File: config.mk
export PLATFORM = sky130hd
export DESIGN_NAME = mac_seq_ctrl
export DESIGN_NICKNAME = d
export VERILOG_FILES = /design/src/rtl/mac_seq_ctrl_pkg.sv /design/src/rtl/mac_seq_ctrl_tag_pipe.sv /design/src/rtl/mac_seq_ctrl.sv
export SDC_FILE = /design/constraint.sdc
export NUM_CORES = 1
export LEC_CHECK = 0
export BUFFER_PORTS_ARGS = -buffer_cell sky130_fd_sc_hd__buf_2
export CORE_ASPECT_RATIO = 2
export CORE_MARGIN = 4
export CORE_UTILIZATION = 50
export CTS_CLUSTER_DIAMETER = 60
export CTS_CLUSTER_SIZE = 14
export DETAILED_ROUTE_END_ITERATION = 10
export MAX_ROUTING_LAYER = met4
export PLACE_DENSITY_LB_ADDON = 0.12
export SLEW_MARGIN = 20
export SYNTH_ARGS = -nofsm -noshare
export SYNTH_HDL_FRONTEND = slang
export SYNTH_SLANG_ARGS = --single-unit
File: constraint.sdc
create_clock -name clk -period 5.28 [get_ports clk]
set_input_delay 0 -clock clk [delete_from_list [all_inputs] [get_ports clk]]
set_output_delay 0 -clock clk [all_outputs]
set_load 0.05 [all_outputs]
File: src/rtl/mac_seq_ctrl_pkg.sv
// Shared constants and types for the MAC sequencer: MAC pipeline depth,
// FSM state encoding and bit positions of the per-element tag flags.
package mac_seq_ctrl_pkg;

    localparam int MAC_LAT   = 4;
    localparam int TAG_FIRST = 0;
    localparam int TAG_LAST  = 1;
    localparam int TAG_FLAGS = 2;

    typedef enum logic [0:0] {
        ST_IDLE  = 1'b0,
        ST_ISSUE = 1'b1
    } state_t;

endpackage

File: src/rtl/mac_seq_ctrl_tag_pipe.sv
// Shift line carrying per-element {first,last} flags with a tap per stage;
// the run's bias rides alongside the flags only as far as the stage that needs it.
module mac_tag_pipe
    import mac_seq_ctrl_pkg::*;
#(
    parameter int DEPTH    = 5,
    parameter int BIAS_TAP = 0,
    parameter int BIAS_W   = 32
) (
    input  logic                             clk,
    input  logic                             rst_n,
    input  logic [TAG_FLAGS-1:0]             flags_in,
    input  logic [BIAS_W-1:0]                bias_in,
    output logic [DEPTH-1:0][TAG_FLAGS-1:0]  flag_tap,
    output logic [BIAS_W-1:0]                bias_tap
);

    logic [TAG_FLAGS-1:0] flag_reg [DEPTH];
    logic [BIAS_W-1:0]    bias_reg [BIAS_TAP+1];

    always_ff @(posedge clk) begin
        if (!rst_n) begin
            for (int i = 0; i < DEPTH; i++) flag_reg[i] <= '0;
            for (int i = 0; i <= BIAS_TAP; i++) bias_reg[i] <= '0;
        end else begin
            flag_reg[0] <= flags_in;
            for (int i = 1; i < DEPTH; i++) flag_reg[i] <= flag_reg[i-1];
            bias_reg[0] <= bias_in;
            for (int i = 1; i <= BIAS_TAP; i++) bias_reg[i] <= bias_reg[i-1];
        end
    end

    genvar gi;
    generate
        for (gi = 0; gi < DEPTH; gi++) begin : g_tap
            assign flag_tap[gi] = flag_reg[gi];
        end
    endgenerate

    assign bias_tap = bias_reg[BIAS_TAP];

endmodule

File: src/rtl/mac_seq_ctrl.sv
// Sequencer for a 4-stage MAC: issues operand addresses, aligns ld_acc/inC
// to the first product of each run and captures the finished dot product.
module mac_seq_ctrl
    import mac_seq_ctrl_pkg::*;
#(
    parameter int DATA_W  = 16,
    parameter int ADDR_W  = 10,
    parameter int LEN_W   = 10,
    parameter int MEM_LAT = 1
) (
    input  logic                clk,
    input  logic                rst_n,
    input  logic                start,
    output logic                ready,
    input  logic [LEN_W-1:0]    len,
    input  logic [ADDR_W-1:0]   base_a,
    input  logic [ADDR_W-1:0]   base_b,
    input  logic [ADDR_W-1:0]   stride_a,
    input  logic [ADDR_W-1:0]   stride_b,
    input  logic                bias_en,
    input  logic [2*DATA_W-1:0] bias,
    output logic                mem_en,
    output logic [ADDR_W-1:0]   addr_a,
    output logic [ADDR_W-1:0]   addr_b,
    output logic                mac_ld_acc,
    output logic [2*DATA_W-1:0] mac_inC,
    input  logic [2*DATA_W-1:0] mac_out,
    output logic [2*DATA_W-1:0] result,
    output logic                result_valid,
    output logic                len_err,
    output logic                busy
);

    localparam int ACC_W     = 2 * DATA_W;
    localparam int TAG_DEPTH = MEM_LAT + MAC_LAT;
    // inC is registered, so it loads one stage before the first operands reach the MAC
    localparam int TAP_INC   = MEM_LAT - 1;
    localparam int TAP_LD    = MEM_LAT + 1;
    localparam int TAP_RES   = MEM_LAT + 3;

    state_t              state_reg, state_next;
    logic [LEN_W-1:0]    cnt_reg, cnt_next;
    logic [ADDR_W-1:0]   addr_a_reg, addr_a_next;
    logic [ADDR_W-1:0]   addr_b_reg, addr_b_next;
    logic [ADDR_W-1:0]   stride_a_reg, stride_a_next;
    logic [ADDR_W-1:0]   stride_b_reg, stride_b_next;
    logic [ACC_W-1:0]    bias_reg, bias_next;
    logic                first_reg, first_next;
    logic                last_issue;
    logic                accept;
    logic                zero_start;

    logic [ACC_W-1:0]    mac_inc_reg;
    logic [ACC_W-1:0]    result_reg;
    logic                result_valid_reg;
    logic                len_err_reg;

    logic [TAG_FLAGS-1:0]                tag_in;
    logic [TAG_DEPTH-1:0][TAG_FLAGS-1:0] flag_tap;
    logic [ACC_W-1:0]                    bias_tap;

    always_ff @(posedge clk) begin
        if (!rst_n) begin
            state_reg    <= ST_IDLE;
            cnt_reg      <= '0;
            addr_a_reg   <= '0;
            addr_b_reg   <= '0;
            stride_a_reg <= '0;
            stride_b_reg <= '0;
            bias_reg     <= '0;
            first_reg    <= 1'b0;
        end else begin
            state_reg    <= state_next;
            cnt_reg      <= cnt_next;
            addr_a_reg   <= addr_a_next;
            addr_b_reg   <= addr_b_next;
            stride_a_reg <= stride_a_next;
            stride_b_reg <= stride_b_next;
            bias_reg     <= bias_next;
            first_reg    <= first_next;
        end
    end

    always_comb begin
        state_next    = state_reg;
        cnt_next      = cnt_reg;
        addr_a_next   = addr_a_reg;
        addr_b_next   = addr_b_reg;
        stride_a_next = stride_a_reg;
        stride_b_next = stride_b_reg;
        bias_next     = bias_reg;
        first_next    = first_reg;
        last_issue    = (state_reg == ST_ISSUE) && (cnt_reg == LEN_W'(1));
        ready         = (state_reg == ST_IDLE) || last_issue;
        mem_en        = (state_reg == ST_ISSUE);
        accept        = start && ready && (len != '0);
        zero_start    = start && ready && (len == '0);

        if (state_reg == ST_ISSUE) begin
            cnt_next    = cnt_reg - LEN_W'(1);
            addr_a_next = addr_a_reg + stride_a_reg;
            addr_b_next = addr_b_reg + stride_b_reg;
            first_next  = 1'b0;
            if (last_issue) state_next = ST_IDLE;
        end

        // A new run accepted in the final issue cycle overrides the wind-down above
        if (accept) begin
            state_next    = ST_ISSUE;
            cnt_next      = len;
            addr_a_next   = base_a;
            addr_b_next   = base_b;
            stride_a_next = stride_a;
            stride_b_next = stride_b;
            bias_next     = bias_en ? bias : '0;
            first_next    = 1'b1;
        end
    end

    always_comb begin
        tag_in            = '0;
        tag_in[TAG_FIRST] = mem_en && first_reg;
        tag_in[TAG_LAST]  = last_issue;
    end

    mac_tag_pipe #(
        .DEPTH    (TAG_DEPTH),
        .BIAS_TAP (TAP_INC),
        .BIAS_W   (ACC_W)
    ) u_tag_pipe (
        .clk      (clk),
        .rst_n    (rst_n),
        .flags_in (tag_in),
        .bias_in  (bias_reg),
        .flag_tap (flag_tap),
        .bias_tap (bias_tap)
    );

    always_ff @(posedge clk) begin
        if (!rst_n) begin
            mac_inc_reg      <= '0;
            result_reg       <= '0;
            result_valid_reg <= 1'b0;
            len_err_reg      <= 1'b0;
        end else begin
            if (flag_tap[TAP_INC][TAG_FIRST]) mac_inc_reg <= bias_tap;
            if (flag_tap[TAP_RES][TAG_LAST])  result_reg  <= mac_out;
            result_valid_reg <= flag_tap[TAP_RES][TAG_LAST];
            len_err_reg      <= zero_start;
        end
    end

    assign addr_a       = addr_a_reg;
    assign addr_b       = addr_b_reg;
    assign mac_ld_acc   = flag_tap[TAP_LD][TAG_FIRST];
    assign mac_inC      = mac_inc_reg;
    assign result       = result_reg;
    assign result_valid = result_valid_reg;
    assign len_err      = len_err_reg;
    assign busy         = (state_reg == ST_ISSUE) || (|flag_tap) || result_valid_reg;

endmodule

==> impl_results.md <==
- Status: complete, no violations
- CTS tree: done
- Synth async-reset ratio: 0%
- Max-slew violation count: 0
- Critical path class: flip-flop to flip-flop
- Post-Synth Adder-Cell Area: 3.77%
- Clk root buf: clkbuf_16
- Comb pwr share: between 10% and 20%
- RePlAce Congestion: 0.847
- Final Net Count: 1178
- Top-count cell post-synth: dfxtp_1
- Leakage: about 4.7 nW
- Die X: approximately 96 um
- Multiplexer share of the synthesized area: 9.38%
- Slew margin rel.: between 20% and 30%
- Sw power: 866 uW
- Post-synthesis compound-gate area fraction: 14.4%
- DR pass1 iterations: 4
- Die Height: about 180 um
- Cell Count Post-Placement: 1098
- Io pins: 208
- Post-Synth Simple-Gate Area: 16.9%
- Port bufs: 207
- # setup viols final: 0
- Final critical-path required period: 2400 ps
- Fmax: 418 MHz
- Peak VDD IR: 201 uV
- Vias in the first global route: 6861
- Post-DP HPWL: ~13000 um
- Yosys warnings: 0
- Hold WS: a little under 7 ps
- PnR Total Power: approximately 3.2 mW
- DRT Wirelength: 19600 um
- Post-Syn Area: ~7700 um2
- Hold WC Path Type: input port to flip-flop
- Worst setup EP type: flip-flop
- Vias per Instance: 5.18
- Initial antenna violation count: 0
- Syn-to-layout area delta: 36.4%
- Setup TNS: 0 ps
- Internal Power: 2.33 mW
- Sink Count: 192
- Initial DRC count: 169
- Clk pwr share: 37.6%
- Fin util: 70.1%
- Area contributors post-synth: dfxtp_1 (50%), mux2i_1 (9.2%), nor2b_1 (5.3%)
- Register area share after synthesis: 49.9%
- Critical path fanouts, max: 102
- Vias: approximately 6500
- Ys flop type: dfxtp_1
- Gate Count Post-Synth: 741
- Residual DRC: 0
- Worst EP required: 5610 ps
- Synth area leader: dfxtp_1
- Tcrit/Tclk final: 45.4%
- Switch share: 27.1%
- Synthesis-stage register bit count: 192
- Cell Rows: 63
- H-tree levels: 4
- Post-synth top cells: dfxtp_1 (192), nand2_1 (76), mux2i_1 (71), nor2b_1 (65), and2_1 (43)
- Syn avg cell area: ~10 um2
- Startpoint type of the worst setup path: flip-flop
- Final hold vios: 0
- Number of synthesized flops with an enable pin: 0
- Max-cap violations: 0
- Gr usage total: 23.5%
- Gr ovfl total: 0
- Core area: between 10000 and 15000 um2
- Synth unique cells: 50
- Clk_lat worst skew: between 400 and 500 ps
- Yosys top cell area share: approximately half
- First-pass GRT wire length: 31400 um
- Power Density: 304 nW/um2
- Pin count of the biggest net entering global routing: 123
- Pin slew with the least headroom to its limit: 1070 ps
- Xor and xnor area share after synthesis: 2.39%
- Die area: 17600 um2
- Post-Synthesis Net Count: 881
- Worst Clk Skew: 10.7 ps
- Fin cells: roughly 1200
- Clk buf depth: 2
- Sequential power share: roughly 48%
- DR WL/cell: between 15 and 20 um
- Initial core utilization: between 50 and 60%
- Critical path data arrival time: 2730 ps
- Unrepaired setup endpoints after global routing: false
- Layout cells sized above 1: roughly a quarter
- Clock slew at reported path FFs: ~80 ps
- Largest family of logic cells by synthesized area: simple AND/OR/NAND/NOR gates
- Detail Route Antenna Nets: 0
- TritonCTS Buffers: 17
==> area by class of cell <==
cell class,count,area [um2]
antenna,1,2.50
clock buffer,18,429
clock inverter,14,121
fill,1171,4480
inverter,5,18.8
multi-input combinational,496,3610
sequential,192,3850
tap,195,244
timing repair buffer,326,2220
==> layout by cell type, fill, tap and decap left out, drive strengths merged, types with 3 or more instances in the layout <==
cell type	count
inv	12
a22o	32
dlygate4sd3	116
o21bai	4
a41o	3
o211a	17
xnor2	15
buf	210
clkbuf	18
mux2i	71
and2	44
nor2	12
a21oi	18
a21o	8
o21ai	15
o211ai	6
nand3	9
xor2	6
nor3	8
a21boi	26
a211oi	5
ha	20
dfxtp	192
clkinv	6
nor4	7
nor2b	65
nor3b	4
nand2	76
==> power by group through the flow <==
stage	registers, mW	logic [mW]	clock network (mW)
finish	1.54	0.456	1.20
global route	1.54	0.498	1.28
CTS	1.54	0.456	1.23
detailed placement	1.57	0.387	0
global placement	1.57	0.377	0
floorplan	1.62	0.224	0
==> kinds of logic after synthesis <==
kind of cell	count (synthesis)
AND/OR/NAND/NOR	236
AO/OA/AOI/OAI	145
adder cells (fa/ha/maj)	22
flip-flops	192
multiplexers	72
XOR/XNOR	21
buffers and inverters	53
==> layer usage <==
layer	vias up	wire length (um)	track usage (%)	part of all wire (%)
met5	-	0	-	0
met4	0	946	13.3	4.8
met3	68	841	4.79	4.3
met2	188	10500	42.0	54
met1	3023	7290	22.7	37
li1	3176	-	-	-
==> through the flow <==
step / area [um2] / worst slack (ps)
finish: 10500 / 2880
global route: 10500 / 2610
CTS: 10500 / 2860
detailed placement: 8780 / 2880
global placement: 8780 / 2960
floorplan: 7700 / 3010
==> repair_timing <==
item,CTS,global route
endpoints found under the hold margin,115,0
hold buffers,116,0
setup buffers,0,0
setup endpoints to repair,0,0
gates resized for setup,0,0
==> worst paths after layout <==
path | startpoint | end | slack, ps | cells past startpoint
max reg2reg | cnt_reg[1] | addr_b[8] | 2880 | 7
min | rst_n | cnt_reg[0] | 7 | 2
max | cnt_reg[1] | addr_b[8] | 2880 | 7
min reg2reg | bias_reg[28] | u_tag_pipe.bias_reg[0][28] | 450 | 1
==> worst max-delay path, stage by stage, from the launching register on <==
cell and delay [ps]:
dfxtp_1 330, inv_1 100, ha_1 140, nor3b_1 220, a31o_2 270, nand2_4 560, a41o_1 460, a41o_1 190
Power figures use the tool's default switching activity.
